## config.mk

```make
export PLATFORM = sky130hd
export DESIGN_NAME = reg_file
export DESIGN_NICKNAME = d
export VERILOG_FILES = /design/src/rtl/reg_file_pkg.sv /design/src/rtl/reg_file_entry.sv /design/src/rtl/reg_file.sv
export SDC_FILE = /design/constraint.sdc
export NUM_CORES = 1
export LEC_CHECK = 0
export ABC_AREA = 0
export CAP_MARGIN = 5
export CORE_AREA = 2 2 46 65
export DETAILED_ROUTE_END_ITERATION = 8
export DIE_AREA = 0 0 48 67
export PLACE_DENSITY = 0.71
export SLEW_MARGIN = 20
export SYNTH_ARGS = -nofsm -noshare
export SYNTH_HDL_FRONTEND = slang
export SYNTH_SLANG_ARGS = --single-unit
```

## constraint.sdc

```tcl
create_clock -name clk -period 1.35 [get_ports clk]
set_input_delay 0.27 -clock clk [delete_from_list [all_inputs] [get_ports clk]]
set_output_delay 0.27 -clock clk [all_outputs]
set_load 0.1 [all_outputs]
```

## src/rtl/reg_file_pkg.sv

```systemverilog
// ---------------------------------------------------------------------------
// reg_file_pkg
//
// Shared definitions for the small register file: default geometry and
// the data/address types used by datapath code that talks to it.
// ---------------------------------------------------------------------------
package reg_file_pkg;

    localparam int DATA_WIDTH_DEF = 7;
    localparam int ADDR_WIDTH_DEF = 2;

    typedef logic [DATA_WIDTH_DEF-1:0] rf_data_t;
    typedef logic [ADDR_WIDTH_DEF-1:0] rf_addr_t;

endpackage : reg_file_pkg

```

## src/rtl/reg_file_entry.sv

```systemverilog
// ---------------------------------------------------------------------------
// reg_file_entry
//
// One storage word of the register file.
// - Synchronous clear.
// - Load enable.
// - Clear has priority over load.
//
// Ports:
//   clk   input        rising-edge clock
//   rst   input        synchronous active-high clear
//   load  input        capture d on this edge
//   d     input  [W]   data to store
//   q     output [W]   stored value
// ---------------------------------------------------------------------------
module reg_file_entry
    import reg_file_pkg::*;
#(
    parameter int WIDTH = DATA_WIDTH_DEF
) (
    input  logic             clk,
    input  logic             rst,
    input  logic             load,
    input  logic [WIDTH-1:0] d,
    output logic [WIDTH-1:0] q
);

    // Clear wins over a simultaneous load, so a write on a reset edge is lost.
    always_ff @(posedge clk) begin
        if (rst) begin
            q <= '0;
        end else if (load) begin
            q <= d;
        end
    end

endmodule : reg_file_entry

```

## src/rtl/reg_file.sv

```systemverilog
// ---------------------------------------------------------------------------
// reg_file
//
// A 2**ADDR_WIDTH-entry register file. It has one synchronous write port and
// one combinational read port.
// The storage is built from discrete flip-flop entries rather than a RAM,
// because the read port is asynchronous.
// There is no write-to-read bypass. A read of the address being written
// shows the old value until the edge.
//
// Ports:
//   clk     input                 rising-edge clock
//   rst     input                 synchronous active-high reset, zeroes all
//   wr_en   input                 write enable
//   w_addr  input  [ADDR_WIDTH]   write address
//   w_data  input  [DATA_WIDTH]   write data
//   r_addr  input  [ADDR_WIDTH]   read address
//   r_data  output [DATA_WIDTH]   mem[r_addr], combinational
// ---------------------------------------------------------------------------
module reg_file
    import reg_file_pkg::*;
#(
    parameter int DATA_WIDTH = DATA_WIDTH_DEF,
    parameter int ADDR_WIDTH = ADDR_WIDTH_DEF
) (
    input  logic                  clk,
    input  logic                  rst,
    input  logic                  wr_en,
    input  logic [ADDR_WIDTH-1:0] w_addr,
    input  logic [DATA_WIDTH-1:0] w_data,
    input  logic [ADDR_WIDTH-1:0] r_addr,
    output logic [DATA_WIDTH-1:0] r_data
);

    localparam int DEPTH = 2 ** ADDR_WIDTH;

    logic [DEPTH-1:0]      entry_load;
    logic [DATA_WIDTH-1:0] entry_q [DEPTH];

    // One-hot write decode. At most one entry loads on a given edge.
    always_comb begin
        entry_load = '0;
        if (wr_en) begin
            entry_load[w_addr] = 1'b1;
        end
    end

    for (genvar i = 0; i < DEPTH; i++) begin : g_entry
        reg_file_entry #(
            .WIDTH (DATA_WIDTH)
        ) u_entry (
            .clk  (clk),
            .rst  (rst),
            .load (entry_load[i]),
            .d    (w_data),
            .q    (entry_q[i])
        );
    end

    // Every address is in range because the depth is a full power of two.
    assign r_data = entry_q[r_addr];

endmodule : reg_file

```

==> results.yml <==
cts:
  hold_buffers: 0
  clock_sinks: 28
  clk_latency_ns: 0.32
  htree_levels: 1
  tritoncts: "done"
  cts_max_path_buffers: 2
  clk_pin_slew_ns: 0.15
  numCtsBuffers: 3
  cts_root_buf: "clkbuf_4"
synthesis:
  synth_top_family_by_area: "multiplexers"
  yosysSeqAreaShare_pct: 43.20
  ys_types: 11
  yosys.area_share.simple_pct: 19.77
  syn_area_sq_mm: 0.001297
  synth_warnings: 0
  synth-xor-area-share_pct: 0
  synth.mux.area_fraction_pct: 33.75
  synth_area_per_cell_sq_um: 11.69
  netlist_instances: 111
  syn_nets: 125
  synth_compound_area_share_pct: 0
  yosys_register_bits: 28
  synthAdderAreaFrac_pct: 0
drt:
  antenna_left: 0
  dr.first_iter.drc_count: 11
  first_pass_iters: 4
  drt-total-wl_microns: 2418
  drc: 0
  wire_per_inst_microns: 13.66
  vias: 863
  via_per_inst: 4.876
timing:
  slew_headroom_pct: 86.22
  finalCriticalPeriod_ns: 1.640
  period_share_pct: 121.5
  rsz0062_at_grt: "true"
  clock.fmax_mhz: 609.7
  finalSetupViolCount: 7
  worstMarginPinSlew_ns: 0.2067
  drv_slew: 0
  skew_ns: 0
  hold_violations: 0
  setup_slack_ns: -0.2900
layout:
  top_register: "g_entry.u_entry.q"
  drive_gt1_share_pct: 28.37
  postLayoutCellArea_sq_mm: 0.001774
  fin_cells: 177
  fillers: 204
  top_regs: "g_entry.u_entry.q: 28 flops"
  largest_reg_flops: 28
  area_delta_synth_final_pct: 36.74
  nets: 156
  insertedDiodeCount: 0
global_routing:
  grt_max_degree: 36
  grt.total_usage_pct: 17.76
  grt_overflow_total: 0
  grt_pass1_wl_microns: 4071
  antenna_found_initial: 0
  grt_pass1_vias: 893
min_path:
  hold_class: "register to register"
setup_path:
  end_kind: "output port"
  crit_fanout: 2
  worst-setup-path-type: "register to output port"
  critPathLaunchType: "register"
  worst-endpoint-arrival_ns: 1.37
  required_ns: 1.08
status:
  status: "complete, but fails checks"
  violations: "negative setup slack"
die:
  die_x_microns: 48
  fp-row-count: 22
  dieArea_sq_mm: 0.003216
  io_pins: 21
  start_util_pct: 49.62
  die_h_microns: 67
  coreArea_sq_mm: 0.002615
place:
  dp_hpwl_microns: 1833
  gp_congestion: 0.7174
  dp_cells: 172
  placed_cell_area_sq_mm: 0.001705
  port_buffers: 20
pwr:
  p_leak_nw: 0.7825
  max-vdd-ir-drop_v: 0.0008364
  powerDensity_mw_per_mm2: 978.5
flow_run:
  maxCapViolations: 0
-- through the flow --
stage	hold WS [ns]	utilization, %	setup TNS (ns)	worst slack, ns	power, mW
after floorplan	0.4457	-	-0.3817	-0.05496	1.079
after CTS	0.4877	67.51	-2.022	-0.3087	1.759
after global routing	0.5059	67.85	-2.255	-0.3451	1.815
final	0.4839	67.85	-1.898	-0.2900	1.736
after detailed placement	0.4643	65.22	-6.300	-0.5584	1.212
after global placement	0.4545	65.22	-5.854	-0.5498	1.205
-- critical path, stage by stage (launching register included) --
cell	delay, ns
dfxtp_2	0.35
mux4_2	0.51
buf_12	0.19
-- per-layer routing --
metal / GRT usage, % / wire (microns) / share of wire [%] / vias to the layer above
li1: - / - / - / 445
met4: 4.054 / 16 / 0.66 / 0
met5: 0 / 0 / 0 / -
met3: 2.439 / 43 / 1.8 / 2
met1: 22.49 / 1048 / 43 / 403
met2: 30.67 / 1309 / 54 / 13
-- repair_timing --
item,4_1_cts,5_1_grt
gates resized for setup,4,7
setup endpoints to repair,7,7
setup buffers,1,0
-- synth_stat cells --
| cell | instances | area [sq um] |
|---|---|---|
| nand2b_1 | 35 | 219.0 |
| dfxtp_1 | 28 | 560.5 |
| mux2i_1 | 28 | 280.3 |
| mux4_2 | 7 | 157.7 |
| buf_2 | 4 | 20.02 |
| clkbuf_1 | 3 | 11.26 |
| nand3b_1 | 2 | 15.01 |
| and3b_1 | 1 | 8.760 |
| buf_6 | 1 | 11.26 |
| nand3_1 | 1 | 5.000 |
| or3b_1 | 1 | 8.760 |
-- cells in the final DEF (no fill, tap or decap), drive strengths merged --
master and count:
clkdlybuf4s15 1, or3b 1, buf 21, and3b 1, nand2b 35, nand3 1, dfxtp 28, mux2i 28
clkdlybuf4s50 11, dlygate4sd2 1, mux4 7, clkbuf 3, bufinv 1, nand3b 2
-- path summary, 6_finish.rpt --
check	endpoint	start	slack [ns]	cells after the start
worst max register to register	g_entry[3].u_entry.q[4]	g_entry[3].u_entry.q[4]	0.66	3
worst min register to register	g_entry[2].u_entry.q[6]	g_entry[2].u_entry.q[6]	0.48	2
worst min-delay path	g_entry[2].u_entry.q[6]	g_entry[2].u_entry.q[6]	0.48	2
worst max-delay path	r_data[6]	g_entry[3].u_entry.q[6]	-0.29	2
-- cells by family after synthesis --
| logic type | Yosys count |
|---|---|
| AND/OR/NAND/NOR | 40 |
| flip-flops | 28 |
| multiplexers | 35 |
| buffers and inverters | 8 |
-- area by class of cell --
class / instances / area, sq um / share of cell area, %
timing repair buffer: 34 / 411.6 / 23.20
clock buffer: 3 / 22.52 / 1.269
multi-input combinational: 75 / 694.4 / 39.14
tap: 36 / 45.04 / 2.539
clock inverter: 1 / 30.03 / 1.693
sequential: 28 / 570.5 / 32.16
-- power breakdown --
| group | switching, mW | internal, mW |
|---|---|---|
| registers | 0.0139 | 0.857 |
| clock network | 0.243 | 0.300 |
| logic | 0.156 | 0.165 |
Note: power is estimated with default switching activity, not from simulation.
